<file path="src/rtl/stochastic_unit_sampler_pkg.sv">
// Shared types and width helpers for the RBM stochastic unit sampler.
// The default bitlength must track the LFSR random generator width.
package stochastic_unit_sampler_pkg;

  localparam int DEFAULT_BITLENGTH = 8;

  typedef enum logic {
    COLLECT = 1'b0,
    OUTPUT  = 1'b1
  } sampler_state_t;

  // ones_count must be able to represent every value 0..n inclusive
  function automatic int count_width(input int n);
    return $clog2(n + 1);
  endfunction

  function automatic int index_width(input int n);
    return $clog2(n);
  endfunction

endpackage

</file>
<file path="src/rtl/stochastic_unit_sampler.sv">
// Draws one Bernoulli sample per accepted probability and packs N_UNITS of
// them into a state vector with a running count of active units.
module stochastic_unit_sampler
  import stochastic_unit_sampler_pkg::*;
#(
  parameter int bitlength = DEFAULT_BITLENGTH,
  parameter int N_UNITS   = 16
) (
  input  logic                             clk,
  input  logic                             reset,
  input  logic [bitlength-1:0]             rand_in,
  input  logic                             prob_valid,
  output logic                             prob_ready,
  input  logic [bitlength-1:0]             prob_data,
  output logic                             sample_valid,
  input  logic                             sample_ready,
  output logic [N_UNITS-1:0]               sample_vec,
  output logic [count_width(N_UNITS)-1:0]  ones_count,
  output logic [index_width(N_UNITS)-1:0]  unit_idx
);

  localparam int CW = count_width(N_UNITS);
  localparam int IW = index_width(N_UNITS);
  localparam logic [IW-1:0] LAST_IDX = IW'(N_UNITS - 1);

  sampler_state_t  state_reg;
  logic [IW-1:0]   idx_reg;
  logic [CW-1:0]   count_reg;
  logic            valid_reg;
  logic            ready_reg;

  logic            accept;
  logic            sample_bit;
  logic            handoff;

  // ready_reg is set during reset so the first post-reset cycle can accept;
  // the reset term masks it while reset is still asserted.
  assign prob_ready   = ready_reg & ~reset;
  assign sample_valid = valid_reg;
  assign accept       = prob_valid & prob_ready;
  assign handoff      = (state_reg == OUTPUT) & sample_ready;
  assign ones_count   = count_reg;
  assign unit_idx     = idx_reg;

  // All-ones is treated as certainty, otherwise strict unsigned compare.
  always_comb begin
    sample_bit = (&prob_data) | (rand_in < prob_data);
  end

  always_ff @(posedge clk) begin
    if (reset) begin
      state_reg <= COLLECT;
      idx_reg   <= '0;
      count_reg <= '0;
      valid_reg <= 1'b0;
      ready_reg <= 1'b1;
    end else begin
      case (state_reg)
        COLLECT: begin
          if (accept) begin
            count_reg <= count_reg + CW'(sample_bit);
            if (idx_reg == LAST_IDX) begin
              idx_reg   <= '0;
              state_reg <= OUTPUT;
              valid_reg <= 1'b1;
              ready_reg <= 1'b0;
            end else begin
              idx_reg <= idx_reg + 1'b1;
            end
          end
        end
        OUTPUT: begin
          if (sample_ready) begin
            state_reg <= COLLECT;
            count_reg <= '0;
            valid_reg <= 1'b0;
            ready_reg <= 1'b1;
          end
        end
        default: begin
          state_reg <= COLLECT;
          valid_reg <= 1'b0;
          ready_reg <= 1'b1;
        end
      endcase
    end
  end

  // Each vector bit owns its register; it loads only when its slot is addressed.
  for (genvar gi = 0; gi < N_UNITS; gi++) begin : g_bits
    logic bit_reg;

    always_ff @(posedge clk) begin
      if (reset || handoff) begin
        bit_reg <= 1'b0;
      end else if (accept && (idx_reg == IW'(gi))) begin
        bit_reg <= sample_bit;
      end
    end

    assign sample_vec[gi] = bit_reg;
  end

endmodule
</file>
<file path="config.mk">
export PLATFORM = sky130hd
export DESIGN_NAME = stochastic_unit_sampler
export DESIGN_NICKNAME = d
export VERILOG_FILES = /design/src/rtl/stochastic_unit_sampler_pkg.sv /design/src/rtl/stochastic_unit_sampler.sv
export SDC_FILE = /design/constraint.sdc
export NUM_CORES = 1
export LEC_CHECK = 0
export BUFFER_PORTS_ARGS = -buffer_cell sky130_fd_sc_hd__buf_2
export CORE_MARGIN = 4
export CORE_UTILIZATION = 30
export CTS_CLUSTER_DIAMETER = 200
export DETAILED_ROUTE_END_ITERATION = 16
export SETUP_SLACK_MARGIN = 0.1
export SKIP_LAST_GASP = 1
export SLEW_MARGIN = 30
export SYNTH_ARGS = -nofsm -noshare
export SYNTH_HDL_FRONTEND = slang
export SYNTH_SLANG_ARGS = --single-unit
export TNS_END_PERCENT = 10
</file>
<file path="constraint.sdc">
create_clock -name clk -period 3.5 [get_ports clk]
set_input_delay 0.7 -clock clk [delete_from_list [all_inputs] [get_ports clk]]
set_output_delay 0.7 -clock clk [all_outputs]
set_load 0.01 [all_outputs]
</file>
==> summary.txt, run 1 <==
DIE AREA - 7630 sq um
crit path capture type - register
R2R Setup Slk - 1720 ps
CTS tree - done
status - completed
Hold Crit Start - sample_valid
Crit-path slowest cell - a221oi_4
Slew @ Worst Pin - 684 ps
Mapped Area - 1890 sq um
buffers inserted by post-CTS timing repair - 0
Setup Total Neg Slack - 0 ps
clock root buffer - clkbuf_8
clk sink count - 28
mean area per synthesized cell - 9.13 sq um
CP startpoint kind - input port
Achievable Freq - 370 MHz
Primary FF master, synth - dfxtp_1
Total Wirelength - 3770 um
pre-CTS worst setup slack - 483 ps
final period demand of the worst path - 2700 ps
Setup CP Type - input port to register
Worst EP required - 3670 ps
syn nets - 240
Multi-input gate area - 1120 sq um
GRT Util Overall - 10.1%
Synth Instances - 207
crit-path leading delay family - compound AO/OA/AOI/OAI gates
Synth cell types - 45
Setup-failing EPs final - 0
chip height - 87.4 um
Lkg Pwr - 1.04 nW
Max-slew headroom - 54.4%
initial drt markers - 66
Setup WS post-layout - 798 ps
Antenna Cells - 0
fraction of layout cells with a size suffix above 1 - 29.6%
vias per cell - 4.74
Core Area - 6030 sq um
# port buffers - 46
first-pass GRT wire length - 6310 um
sequential cell area - 561 sq um
Die Wd - 87.4 um
routed length per instance - 12.2 um
count of max-cap constraint violations - 0
dpl cells - 304
clk_lat worst skew - 280 ps
worst hold path class - register to register
RSZ-0062 raised after global routing - no
pin count of the biggest net entering global routing - 22
drt pass-1 iters - 4
EDFF count, synth - 0
Worst path max stage delay - 340 ps
Post-CTS Hold Fix Bufs - 0
asr flop ratio synth - 0%
worst endpoint data arrival time - 2880 ps
vias - 1459
Final Hold Fails - 0
Post-Route Skew - 5.22 ps
Max clock buf depth - 2
GP Congestion - 0.757
Crit path buffers/inverters - 2
most frequent CP cell - ha_1
Layout area overhead - 12.7%
Seq/Total Area, Yosys - 29.7%
Initial Util - 31.4%
TritonCTS buffer count - 3
worst vdd ir - 0.000184 V
Finished Layout Cells - 308
vias in the first global route - 1378
fillers - 651
Synth Register Bits - 28
Worst setup startpoint - prob_data[7]
CP cell instances - buf_2 -> inv_1 -> ha_1 -> and3_4 -> a221oi_4 -> o31ai_1 -> o21ai_0 -> ha_1 -> ha_1 -> nand4_1 -> and4bb_1 -> a311o_1
grt ovf - 0
NumNets Final - 267
synth warn - 0
row count - 28
worst r2r src - ready_reg
IO Pins - 47
period utilization - 77.2%
Remaining DRCs - 0
Critical Path Fanout Max - 3
Routed Antenna Nets - 0
antenna violations before repair - 0
pwr dens - 320 nW/um^2
max reg flops - 16
Resize count post-CTS - 0
CTS clk-pin slew, worst paths - 100 ps
H-tree depth - 1
max-slew violation count - 0
DP HPWL - 2910 um
-- cell usage after synthesis, drive strengths merged, types with 3 or more instances --
cell | count | area share (%)
a21oi | 5 | 1.5
o21ai | 19 | 7.0
dfxtp | 28 | 30
ha | 13 | 8.6
buf | 22 | 8.5
mux2i | 18 | 9.5
nand4 | 8 | 2.6
nand3 | 13 | 3.4
clkbuf | 4 | 0.79
and2 | 15 | 5.0
nor2 | 10 | 2.0
nand2 | 8 | 1.6
nand2b | 3 | 0.99
inv | 10 | 2.0
-- logic make-up (layout without fill, tap and decap cells) --
family / Yosys count / after routing / synth area share, %
DFF: 28 / 28 / 29.7
xor gates and xnor gates: 1 / 1 / 0.464
AOI/OAI and AO/OA: 40 / 40 / 18.9
adders and majority gates: 13 / 13 / 8.61
muxes: 18 / 18 / 9.54
buffers and inverters: 36 / 62 / 11.3
and+or+nand+nor: 71 / 71 / 21.5
-- layout make-up --
type	instances	share of cell area (%)
multi-input cells	143	52.6
flip-flops and latches	28	26.3
repair buffers	48	11.5
well taps	75	4.41
clock buffers	3	1.94
inverters	10	1.76
clock inverters	1	1.41
-- where the power goes --
group          switching [mW]  internal (mW)
clock network           0.108          0.153
logic                  0.0545         0.0411
registers             0.00372          0.322
-- placed cells by master (no fill, tap or decap), types with 3 or more instances in the layout --
cell type | synthesis | routed
nor2_1 | 10 | 10
o21ai_1 | 4 | 4
and2_1 | 15 | 15
inv_1 | 10 | 10
nand2b_1 | 3 | 3
nand2_1 | 8 | 8
ha_1 | 13 | 13
o21ai_0 | 5 | 5
clkbuf_8 | 0 | 3
dfxtp_1 | 28 | 28
nand4_1 | 8 | 8
nand3_1 | 13 | 13
mux2i_1 | 18 | 18
o21ai_2 | 10 | 10
a21oi_1 | 4 | 4
buf_2 | 3 | 46
-- worst paths after layout --
kind | to | cells past startpoint
hold / removal | sample_valid | 1
setup reg to reg | ones_count[4] | 4
setup / recovery | ones_count[4] | 12
hold reg to reg | sample_valid | 1
-- worst register-to-register path, cell delays in order (launching register included) --
cell and delay, ps:
dfxtp_1 380, and3b_1 620, nand4_1 190, and4bb_1 220
a311o_1 260
-- per-layer routing --
layer	vias to the layer above	GRT usage [%]	routed length (um)
li1	771	-	-
met1	650	13.1	1860
met2	38	17.2	1670
met3	0	2.74	236
met4	0	1.26	0
met5	-	0	0
-- metrics by stage --
| step | total power [mW] | cell area (sq um) | hold WS (ps) | utilization, % |
|---|---|---|---|---|
| 2_1_floorplan | 0.403 | 1890 | 472 | - |
| 3_3_place_gp | 0.430 | 2050 | 446 | 34.1 |
| 3_5_place_dp | 0.431 | 2060 | 453 | 34.2 |
| 4_1_cts | 0.693 | 2130 | 477 | 35.3 |
| 5_1_grt | 0.720 | 2130 | 499 | 35.3 |
| 6_report | 0.682 | 2130 | 473 | 35.3 |
Note: power is estimated with default switching activity, not from simulation.
==> run 2, diff against run 1 <==
Settings changed: ABC_AREA set to 1.
Clock period 3.5 ns to 2.4 ns, I/O delays scaled along.
==> run 2 against run 1 <==
Effect of this change:
- utilization fell by 0.42 points
- global-route usage grew 0.54 points
- critical path type unchanged
- largest power group unchanged
- synthesized cell count up 33%
- first-iteration DRC count increased by 12%
- setup slack got worse by 420 ps
- sequential power is 46% higher
- final cell count grew 24%
- register-to-register slack got worse by 660 ps
- clock-buffer cell count stayed put
- final area shrank 2.4%
==> summary.txt, run 2 <==
status - completed (unchanged)
chip height - 86.6 um (was 87.4 um)
Max-slew headroom - 78.6% (was 54.4%)
count leader, synth - nand2_1 (was dfxtp_1)
fraction of layout cells with a size suffix above 1 - 21.2% (was 29.6%)
Setup Total Neg Slack - 0 ps (unchanged)
syn nets - 309 (was 240)
Critical Path Fanout Max - 3 (unchanged)
NumNets Final - 342 (was 267)
Slew @ Worst Pin - 321 ps (was 684 ps)
final period demand of the worst path - 2030 ps
max reg flops - 16 (unchanged)
vias in the first global route - 1501 (was 1378)
vias per cell - 4.15 (was 4.74)
buffers inserted by post-CTS timing repair - 0 (unchanged)
first-pass GRT wire length - 6600 um (was 6310 um)
EDFF count, synth - 0 (unchanged)
CP startpoint kind - input port (unchanged)
mean area per synthesized cell - 6.71 sq um (was 9.13 sq um)
asr flop ratio synth - 0% (unchanged)
CTS tree - done (unchanged)
TritonCTS buffer count - 3 (unchanged)
CTS clk-pin slew, worst paths - 90 ps (was 100 ps)
commonest cells after routing, fill and taps aside - 58 x nand2_1, 53 x inv_1, 46 x buf_2 (was 46 x buf_2, 28 x dfxtp_1, 18 x mux2i_1)
GP Congestion - 0.828 (was 0.757)
Post-CTS Hold Fix Bufs - 0 (unchanged)
grt ovf - 0 (unchanged)
Post-Route Skew - 3.17 ps (was 5.22 ps)
pre-CTS worst setup slack - 96.9 ps (was 483 ps)
Setup WS post-layout - 374 ps (was 798 ps)
commonest non-fill, non-tap cell in the layout - nand2_1 (was buf_2)
dominant cells by area after synthesis - dfxtp_1 30%, nand2_1 12%, inv_1 11% (was dfxtp_1 30%, mux2i_1 9.5%, ha_1 8.6%)
synth warn - 0 (unchanged)
Resize count post-CTS - 0 (unchanged)
RSZ-0062 raised after global routing - no (unchanged)
initial drt markers - 74 (was 66)
Primary FF master, synth - dfxtp_1 (unchanged)
GRT Util Overall - 10.7% (was 10.1%)
Setup CP Type - input port to register (unchanged)
Achievable Freq - 493 MHz
routed length per instance - 9.75 um (was 12.2 um)
Final Hold Fails - 0 (unchanged)
drt pass-1 iters - 4 (unchanged)
Core Area - 5960 sq um (was 6030 sq um)
Initial Util - 31.1% (was 31.4%)
sequential cell area - 561 sq um (unchanged)
worst vdd ir - 0.000245 V (was 0.000184 V)
# port buffers - 46 (unchanged)
row count - 28 (unchanged)
Total Wirelength - 3720 um (was 3770 um)
leading area contributor after synthesis - dfxtp_1 (unchanged)
clk_lat worst skew - 270 ps (was 280 ps)
DIE AREA - 7490 sq um (was 7630 sq um)
max-slew violation count - 0 (unchanged)
Max clock buf depth - 2 (unchanged)
clk sink count - 28 (unchanged)
Antenna Cells - 0 (unchanged)
Setup-failing EPs final - 0 (unchanged)
Remaining DRCs - 0 (unchanged)
vias - 1584 (was 1459)
Worst R2R Path Depth - 10 (was 4)
period utilization - 84.4%
clock root buffer - clkbuf_8 (unchanged)
Mapped Area - 1850 sq um (was 1890 sq um)
antenna violations before repair - 0 (unchanged)
Die Wd - 86.6 um (was 87.4 um)
count of max-cap constraint violations - 0 (unchanged)
IO Pins - 47 (unchanged)
Synth cell types - 24 (was 45)
share of the synthesized area in the top cell type - 30.3% (was 29.7%)
DP HPWL - 3070 um (was 2910 um)
fillers - 675 (was 651)
Worst EP required - 2610 ps (was 3670 ps)
Multi-input gate area - 911 sq um (was 1120 sq um)
Layout area overhead - 12.3% (was 12.7%)
worst hold path class - register to register (unchanged)
pin count of the biggest net entering global routing - 19 (was 22)
Synth Instances - 276 (was 207)
Synth Register Bits - 28 (unchanged)
pwr dens - 411 nW/um^2 (was 320 nW/um^2)
Routed Antenna Nets - 0 (unchanged)
Lkg Pwr - 1.20 nW (was 1.04 nW)
Seq/Total Area, Yosys - 30.3% (was 29.7%)
crit path capture type - register (unchanged)
R2R Setup Slk - 1060 ps (was 1720 ps)
H-tree depth - 1 (unchanged)
hold path cells - 2 (was 1)
Post-synth top cells - 58 x nand2_1, 53 x inv_1, 43 x nor2_1 (was 28 x dfxtp_1, 18 x buf_4, 18 x mux2i_1)
worst endpoint data arrival time - 2240 ps (was 2880 ps)
==> run 2: cell types whose count changed in the layout (fill, tap and decap cells not counted), moves of 5 or more <==
cell | before | now
nand3_1 | 13 | 19
a21oi_1 | 4 | 11
inv_1 | 10 | 53
nor3_1 | 1 | 6
nor2_1 | 10 | 43
nand2_1 | 8 | 58
mux2i_1 | 18 | 0
o21ai_2 | 10 | 1
nand4_1 | 8 | 2
and2_1 | 15 | 0
==> run 2: path summary, 6_finish.rpt <==
check,end,start
worst max-delay path,ones_count[4],prob_data[5]
worst min-delay path,sample_valid,sample_valid
worst max register to register,g_bits[14].bit_reg,unit_idx[0]
worst min register to register,sample_valid,sample_valid
==> run 2: routing by layer <==
layer  wire [um]  part of all wire, %  up-vias  track usage [%]
li1            -                    -      880                -
met3         277                  7.4        2             3.04
met2        1570                   42       38             16.9
met1        1860                   50      664             14.7
met4          15                 0.40        0             1.70
met5           0                    0        -                0
==> run 2: through the flow <==
| stage | total power, mW | cells | area, sq um | hold WS (ps) | utilization, % |
|---|---|---|---|---|---|
| after floorplan | 0.578 | 276 | 1850 | 498 | - |
| after global placement | 0.616 | 379 | 2040 | 466 | 34.2 |
| after global routing | 0.912 | 382 | 2080 | 528 | 34.9 |
| final | 0.855 | 382 | 2080 | 484 | 34.9 |
| after CTS | 0.876 | 382 | 2080 | 484 | 34.9 |
| after detailed placement | 0.618 | 379 | 2040 | 455 | 34.2 |
==> run 2: cell families after synthesis <==
logic type	count (synthesis)	synth area share, %
AND/OR/NAND/NOR	138	35.3
AO/OA/AOI/OAI	17	5.07
adder cells (fa/ha/maj)	13	8.78
buffers and inverters	80	20.5
flip-flops	28	30.3
==> run 2: report_power, final <==
group	leakage (nW)	switching (mW)	internal, mW
clock network	0.0216	0.138	0.113
logic	0.952	0.0791	0.0496
registers	0.226	0.00519	0.471
total	1.20	0.222	0.633
==> run 2: layout make-up <==
| cell class | count | area share [%] |
|---|---|---|
| multi-input combinational | 168 | 43.8 |
| sequential | 28 | 27.0 |
| timing repair buffer | 48 | 11.8 |
| inverter | 60 | 11.0 |
| tap | 75 | 4.51 |
| clock buffer | 3 | 1.99 |
==> run 2: worst max-delay path, stage by stage <==
cell and delay (ps):
buf_2 90, inv_1 40, ha_1 280, a21oi_1 130
nor2_1 50, nor3_1 130, nand2_1 130, nand2_1 100
ha_1 170, ha_1 190, nand2_1 80, o21bai_1 130
nand3_1 90, a21oi_1 140
